$ cat src/rtl/enc_pkg.sv
// Shared types and defaults for the 4-to-2 sequential request encoder.
// Elaboration-time helpers keep the line count and address width consistent.
package enc_pkg;

    typedef enum logic [0:0] {
        StIdle  = 1'b0,
        StValid = 1'b1
    } state_e;

    localparam int unsigned NDef  = 4;
    localparam int unsigned AwDef = 2;

    // True only when n is an exact power of two addressed by aw bits.
    function automatic bit dims_ok(input int unsigned n, input int unsigned aw);
        return (aw == $clog2(n)) && (n == (32'd1 << aw));
    endfunction

    localparam bit DefDimsOk = dims_ok(NDef, AwDef);

endpackage

$ cat src/rtl/req_encoder_4x2_if.sv
// Request/response bundle between the request encoder and its producer/consumer.
// The master side is the encoder; the slave side drives requests and ready.
interface req_encoder_4x2_if #(
    parameter int unsigned N  = 4,
    parameter int unsigned AW = 2
);
    logic          en;
    logic [N-1:0]  req;
    logic          ready;
    logic          ovr_clr;
    logic          valid;
    logic [AW-1:0] addr;
    logic [N-1:0]  pending;
    logic          overrun;

    modport master (
        input  en,
        input  req,
        input  ready,
        input  ovr_clr,
        output valid,
        output addr,
        output pending,
        output overrun
    );

    modport slave (
        output en,
        output req,
        output ready,
        output ovr_clr,
        input  valid,
        input  addr,
        input  pending,
        input  overrun
    );
endinterface

$ cat src/rtl/prio_enc_lsb.sv
// Combinational priority encoder: the lowest set bit index wins.
// any_o flags that at least one bit is set; idx_o is 0 when none are.
module prio_enc_lsb #(
    parameter int unsigned N  = 4,
    parameter int unsigned AW = $clog2(N)
) (
    input  logic [N-1:0]  vec_i,
    output logic [AW-1:0] idx_o,
    output logic          any_o
);

    always_comb begin
        idx_o = '0;
        any_o = |vec_i;
        // Walk from the top down so the lowest index is the last (winning) write.
        for (int i = int'(N) - 1; i >= 0; i--) begin
            if (vec_i[i]) begin
                idx_o = AW'(i);
            end
        end
    end

endmodule

$ cat src/rtl/req_encoder_4x2.sv
// Sequential 4-to-2 request encoder: sticky pending capture, lowest-index priority,
// and a registered valid/ready delivery of the encoded line address.
module req_encoder_4x2
    import enc_pkg::*;
#(
    parameter int unsigned N  = NDef,
    parameter int unsigned AW = AwDef
) (
    input logic            clk,
    input logic            rst_n,
    req_encoder_4x2_if.master bus
);

    if (!dims_ok(N, AW)) begin : g_bad_dims
        $error("req_encoder_4x2: N must equal 2**AW");
    end

    state_e        state_q, state_d;
    logic [AW-1:0] addr_q, addr_d;
    logic [N-1:0]  pending_q, pending_d;
    logic          overrun_q, overrun_d;

    logic [N-1:0]  set_vec;
    logic [N-1:0]  clr_mask;
    logic [N-1:0]  rem;
    logic          fire;
    logic [AW-1:0] pend_idx, rem_idx;
    logic          pend_any, rem_any;

    assign fire    = (state_q == StValid) && bus.ready;
    assign set_vec = bus.req & {N{bus.en}};
    assign rem     = pending_q & ~clr_mask;

    always_comb begin
        clr_mask = '0;
        if (fire) begin
            clr_mask[addr_q] = 1'b1;
        end
    end

    prio_enc_lsb #(
        .N  (N),
        .AW (AW)
    ) u_prio_pending (
        .vec_i (pending_q),
        .idx_o (pend_idx),
        .any_o (pend_any)
    );

    // rem deliberately excludes same-edge arrivals so delivery order stays registered.
    prio_enc_lsb #(
        .N  (N),
        .AW (AW)
    ) u_prio_rem (
        .vec_i (rem),
        .idx_o (rem_idx),
        .any_o (rem_any)
    );

    always_comb begin
        pending_d = rem | set_vec;
        overrun_d = overrun_q;
        if (|(set_vec & rem)) begin
            overrun_d = 1'b1;
        end else if (bus.ovr_clr) begin
            overrun_d = 1'b0;
        end
    end

    always_comb begin
        state_d = state_q;
        addr_d  = addr_q;
        unique case (state_q)
            StIdle: begin
                if (pend_any) begin
                    addr_d  = pend_idx;
                    state_d = StValid;
                end
            end
            StValid: begin
                if (bus.ready) begin
                    if (rem_any) begin
                        addr_d = rem_idx;
                    end else begin
                        state_d = StIdle;
                    end
                end
            end
            default: state_d = StIdle;
        endcase
    end

    always_ff @(posedge clk or negedge rst_n) begin
        if (!rst_n) begin
            state_q   <= StIdle;
            addr_q    <= '0;
            pending_q <= '0;
            overrun_q <= 1'b0;
        end else begin
            state_q   <= state_d;
            addr_q    <= addr_d;
            pending_q <= pending_d;
            overrun_q <= overrun_d;
        end
    end

    assign bus.valid   = (state_q == StValid);
    assign bus.addr    = addr_q;
    assign bus.pending = pending_q;
    assign bus.overrun = overrun_q;

endmodule

$ cat src/flat_wrapper.sv
// flat-port wrapper written by rule: the top's interface ports become plain ports
module req_encoder_4x2_flat import enc_pkg::*;
#(
    parameter int unsigned N  = NDef,
    parameter int unsigned AW = AwDef
)
  (clk, rst_n, bus_en, bus_req, bus_ready, bus_ovr_clr, bus_valid, bus_addr, bus_pending, bus_overrun);
  req_encoder_4x2_if #(.N(N), .AW(AW)) bus_i ();
  input logic clk;
  input logic rst_n;
  input wire logic [$bits(bus_i.en)-1:0] bus_en;
  input wire logic [$bits(bus_i.req)-1:0] bus_req;
  input wire logic [$bits(bus_i.ready)-1:0] bus_ready;
  input wire logic [$bits(bus_i.ovr_clr)-1:0] bus_ovr_clr;
  output wire logic [$bits(bus_i.valid)-1:0] bus_valid;
  output wire logic [$bits(bus_i.addr)-1:0] bus_addr;
  output wire logic [$bits(bus_i.pending)-1:0] bus_pending;
  output wire logic [$bits(bus_i.overrun)-1:0] bus_overrun;
  assign bus_i.en = bus_en;
  assign bus_i.req = bus_req;
  assign bus_i.ready = bus_ready;
  assign bus_i.ovr_clr = bus_ovr_clr;
  assign bus_valid = bus_i.valid;
  assign bus_addr = bus_i.addr;
  assign bus_pending = bus_i.pending;
  assign bus_overrun = bus_i.overrun;
  req_encoder_4x2 #(.N(N), .AW(AW)) u_core (.clk(clk), .rst_n(rst_n), .bus(bus_i));
endmodule
$ cat config.mk
export PLATFORM = sky130hd
export DESIGN_NAME = req_encoder_4x2_flat
export DESIGN_NICKNAME = d
export VERILOG_FILES = /design/src/rtl/enc_pkg.sv /design/src/rtl/req_encoder_4x2_if.sv /design/src/rtl/prio_enc_lsb.sv /design/src/rtl/req_encoder_4x2.sv /design/src/flat_wrapper.sv
export SDC_FILE = /design/constraint.sdc
export NUM_CORES = 1
export LEC_CHECK = 0
export ABC_AREA = 1
export CAP_MARGIN = 0
export CELL_PAD_IN_SITES_DETAIL_PLACEMENT = 0
export CELL_PAD_IN_SITES_GLOBAL_PLACEMENT = 1
export CORE_MARGIN = 5
export CORE_UTILIZATION = 30
export CTS_CLUSTER_SIZE = 40
export DETAILED_ROUTE_END_ITERATION = 6
export PLACE_DENSITY_LB_ADDON = 0.15
export SETUP_SLACK_MARGIN = 0.5
export SYNTH_ARGS = -nofsm -noshare
export SYNTH_HDL_FRONTEND = slang
export SYNTH_SLANG_ARGS = --single-unit
$ cat constraint.sdc
create_clock -name clk -period 3.23 [get_ports clk]
set_clock_uncertainty 0.15 [all_clocks]
set_input_delay 0.323 -clock clk [delete_from_list [all_inputs] [get_ports clk]]
set_output_delay 0.323 -clock clk [all_outputs]
set_load 0.05 [all_outputs]
Word level (Yosys, flattened, before mapping) --
Cells that the tools add are included.
Operators by class: order comparisons 2, eq/ne operators 3, mux-type cells 21, bitwise logic cells 6, reduce and logical (&&, ||, !) cells 7
Operators with widths (number):
- two-way mux 2 bit | 11
- AND 4 bit | 3
- OR reduction 4 bit | 3
- two-way mux 1 bit | 6
- two-way mux 4 bit | 1
- != test 2 bit (second input constant) | 2
- inverter 4 bit | 1
- OR 4 bit | 1
- one-hot mux 2 bit (2 select lines) | 1
- < comparator 2 x 3 -> 1 bit (second input constant) | 1
- AND reduction 3 bit | 1
- demux 1 bit (select 2 bit) | 1
- greater-or-equal comparator 2 x 1 -> 1 bit (second input constant) | 1
- logical AND 1 bit | 2
- != test 2 x 1 -> 1 bit (second input constant) | 1
- one-hot mux 1 bit (2 select lines) | 1
- nonzero test 2 bit | 1
- inverter 1 bit | 1
Storage, ports and cells: register bits 8, input bits 9

Depth between registers and ports, before layout --
depth in word-level cells 14, gate-level depth with buffers 10, depth with buffers taken out 10

By module --
Synthesis repeated with hierarchy kept, for this count alone.
Unflattened totals: cells, all modules 77, area, all modules 524.3 um^2
By module, submodules not included:
- req_encoder_4x2 | times used 1, cells each 59, area each 431.7 um^2, sequential area each 200.2 um^2
- prio_enc_lsb | times used 2, cells each 9, area each 46.3 um^2, sequential area each 0.0 um^2

Worst setup path before layout --
No wires, ideal clock.
path type reg2reg, start register u_core.state_q (netlist: u_core.bus.valid), end register u_core.addr_q[0] (netlist: u_core.bus.addr[0]), library setup time 0.118 ns, data arrival time 1.331 ns, path slack 1.631 ns, stages on the path, launching flop included 10, path buffers 0, period minus slack after synthesis 1.599 ns, cell sequence dfrtp_1 nand2_2 inv_2 nand2_1 nand2_2 nand2_2 nor2_2 nor2_1 nand2_1 nand2_1
On the way: word-level cells in the longest chain between the ends 11
Ends and longest elaborated chain:
- start, declared | RTL line req_encoder_4x2.sv:18 | state_e state_q, state_d;
- start signal, assigned | RTL line req_encoder_4x2.sv:95 | state_q <= StIdle;
- start signal, assigned | RTL line req_encoder_4x2.sv:100 | state_q <= state_d;
- logical AND 1 bit | RTL line req_encoder_4x2.sv:30 | assign fire = (state_q == StValid) && bus.ready;
- two-way mux 4 bit | RTL line req_encoder_4x2.sv:36 | if (fire) begin
- inverter 4 bit | RTL line req_encoder_4x2.sv:32 | assign rem = pending_q & ~clr_mask;
- AND 4 bit | RTL line req_encoder_4x2.sv:32
- two-way mux 2 bit (4 in series) | RTL line prio_enc_lsb.sv:17 | if (vec_i[i]) begin
- two-way mux 2 bit | RTL line req_encoder_4x2.sv:82 | if (rem_any) begin
- two-way mux 2 bit | RTL line req_encoder_4x2.sv:81 | if (bus.ready) begin
- one-hot mux 2 bit (2 select lines) | RTL line req_encoder_4x2.sv:73 | unique case (state_q)
- end signal, assigned | RTL line req_encoder_4x2.sv:101 | addr_q <= addr_d;
- end, declared | RTL line req_encoder_4x2.sv:19 | logic [AW-1:0] addr_q, addr_d;
Parallel ways exist; a longest one is shown, timed or not. The select of a mux whose other input is x is not followed. A chain may end at the register's enable or synchronous reset.

Worst setup path in the final report --
start register u_core.addr_q[1] (netlist: u_core.bus.addr[1]), end output port bus_addr[1]
RTL lines:
- end, declared | RTL line flat_wrapper.sv:16 | output wire logic [$bits(bus_i.addr)-1:0] bus_addr;
No word-level cell between the ends.

==> flow_metrics.py <==
metrics = {
    "cts": {
        "cts_buffers": 3,
        "clockRootBuffer": "clkbuf_4",
        "worstSkewPairLatency_ns": 0.26,
        "postCtsSetupRepairBufs": 0,
        "clk_pin_slew_ns": 0.05,
        "cts_htree_levels": 1,
        "clock-sinks": 8,
        "clock_path_buffers": 2,
        "cts_resized": 0,
        "cts_tree": "built",
        "hold_buffers": 0,
    },
    "pwr": {
        "p_per_area_nw_per_um2": 976,
        "internal-power_uw": 309,
        "power_uw": 637,
        "max-vdd-ir-drop_mv": 0.436,
        "p_leak_uw": 0.000326,
        "switching_share_pct": 51.4,
        "p_sw_uw": 327,
        "power.share.clock_pct": 12.3,
        "comb_power_share_pct": 60.1,
        "power_frac_seq_pct": 27.6,
    },
    "critical_path": {
        "required_ns": 2.76,
        "worstPathMaxFanout": 6,
        "start_kind": "flop",
        "crit_family": "buffers and inverters",
        "critPathBufInv": 1,
        "slowest_stage": "clkdlybuf4s50_1",
        "cp-end-kind": "output pin",
        "cpPeakStageDelay_ns": 0.83,
        "arrival_ns": 1.50,
        "worst-r2r-setup-slack_ns": 1.84,
        "critical_path_class": "flop to output pin",
        "crit_chain": "clkdlybuf4s50_1",
    },
    "cells_and_area": {
        "seq_area_sq_um": 200,
        "drive_above_1_share_pct": 18.3,
        "multi_input_area_sq_um": 208,
        "syn2layout_area_growth_pct": 45.1,
        "num-fill-cells": 153,
        "fin_nets": 93,
        "antenna_cells": 0,
    },
    "global_routing": {
        "grt_max_degree": 9,
        "grt_pass1_vias": 413,
        "grt_pass1_wl_mm": 1.75,
        "antenna_found_initial": 0,
        "overflow": 0,
        "track_usage_pct": 10.1,
    },
    "yosys": {
        "ys.flop_type": "dfrtp_1",
        "synth-async-reset-ratio_pct": 100,
        "synthTopCellsByCount": "18 x nand2_1, 10 x nor2_1, 9 x inv_1, 8 x dfrtp_1, 7 x nand2_2",
        "synth_top_area_share_pct": 44.6,
        "synthCells": 63,
        "synthesis.nets": 72,
        "avgSynthCellArea_sq_um": 7.13,
        "synth_area_sq_um": 449,
        "ys_seq_area_share_pct": 44.6,
        "yosys.area.top_type": "dfrtp_1",
        "synth_most_common_cell": "nand2_1",
        "synth_warnings": 0,
        "ys_top_cells_by_area": "dfrtp_1 45%, nand2_1 15%, nand2_2 9.7%",
        "ys_types": 13,
        "synth_edf_count": 0,
        "synth_seq_cells": 8,
    },
    "drt": {
        "routed_wl_mm": 1.00,
        "detail-route-antenna-nets": 0,
        "vias_per_cell": 4.38,
        "drtIter0Drc": 7,
        "drc_errors": 0,
        "dr_total_vias": 429,
        "wl_per_cell_um": 10.2,
        "dr.pass1.iters": 4,
    },
    "sta": {
        "final-max-slew-violation-count": 0,
        "fin_crit_sh_pct": 61.2,
        "setup_viol": 0,
        "slew_headroom_pct": 66.6,
        "final.setup.tns_ns": 0,
        "hold_viol_final": 0,
        "period_needed_ns": 1.98,
        "max_slew.worst_pin.slew_ns": 0.500,
        "fmax_mhz": 506,
        "grt_setup_unrepaired": "false",
    },
    "flow_run": {
        "drv_cap": 0,
    },
    "outcome": {
        "status": "completed",
    },
    "floorplanning": {
        "die_height_um": 48.7,
        "dieArea_sq_um": 2370,
        "die_w_um": 48.7,
        "row_count": 14,
        "ios": 17,
        "core_area_sq_um": 1450,
        "start_util_pct": 30.9,
    },
    "place": {
        "place.gp.congestion": 0.798,
        "place_hpwl_um": 832,
        "port_buffers": 16,
    },
    "hold_path": {
        "hp-class": "primary input to async pin",
    },
}
-- routing by layer --
layer	wire (um)	vias to the layer above	global-route usage, %
met1	387	185	9.81
met2	486	12	15.0
li1	-	228	-
met5	0	-	0
met3	97	4	7.06
met4	31	0	6.73
-- path summary, 6_finish.rpt --
| kind | startpoint | depth (start not counted) | end |
|---|---|---|---|
| min reg2reg | u_core.bus.pending[0] | 2 | u_core.bus.pending[0] |
| min | rst_n | 1 | u_core.bus.pending[3] |
| max in group asynchronous | rst_n | 1 | u_core.bus.pending[0] |
| max | u_core.bus.addr[1] | 1 | bus_addr[1] |
| max reg2reg | u_core.bus.addr[0] | 8 | u_core.bus.addr[0] |
| min in group clk | u_core.bus.pending[0] | 2 | u_core.bus.pending[0] |
-- placed cells by master, fill, tap and decap left out --
cell type | netlist | final
nor2_1 | 10 | 10
nand2_1 | 18 | 18
o21ai_0 | 1 | 1
dfrtp_1 | 8 | 8
nor2_2 | 1 | 1
nand3_1 | 1 | 1
inv_2 | 2 | 2
nand2_2 | 7 | 7
clkbuf_4 | 0 | 3
nor3_1 | 1 | 1
clkdlybuf4s50_1 | 0 | 16
a21boi_1 | 1 | 1
inv_1 | 9 | 9
o22ai_1 | 2 | 2
o21ai_2 | 2 | 2
-- cells by family after synthesis --
family	Yosys count	share of synthesized area (%)
flip-flops	8	44.6
AND/OR/NAND/NOR	38	36.8
AO/OA/AOI/OAI	6	9.47
buffers and inverters	11	9.19
-- flip-flops by register name, summed over array words and instances (netlist names) --
register            count
u_core.bus.valid        1
u_core.bus.addr         2
u_core.bus.overrun      1
u_core.bus.pending      4
-- power by group through the flow --
| stage | combinational [uW] | sequential (uW) | clock [uW] |
|---|---|---|---|
| after floorplan | 132 | 310 | 0 |
| final | 383 | 176 | 78.2 |
| after CTS | 388 | 176 | 80.5 |
| after global placement | 389 | 177 | 0 |
| after detailed placement | 386 | 177 | 0 |
| after global routing | 418 | 181 | 86.9 |
-- final cells by class --
class                           count  area share (%)
Clock buffer                        3            3.45
Inverter                           11            6.33
Multi-Input combinational cell     44            31.9
Sequential cell                     8            30.7
Tap cell                           16            3.07
Timing Repair Buffer               16            24.6
-- per-stage QoR --
stage          setup WS [ns]  utilization [%]  cells  instance area, sq um  hold WS [ns]
6_report                1.25             44.8     98                   652         0.195
5_1_grt                 1.19             44.8     98                   652         0.222
4_1_cts                 1.24             44.8     98                   652         0.209
3_5_place_dp            1.45             43.3     95                   629         0.376
3_3_place_gp            1.44             43.3     95                   629         0.375
2_1_floorplan           1.63                -     63                   449        -0.123
Power figures use the tool's default switching activity.
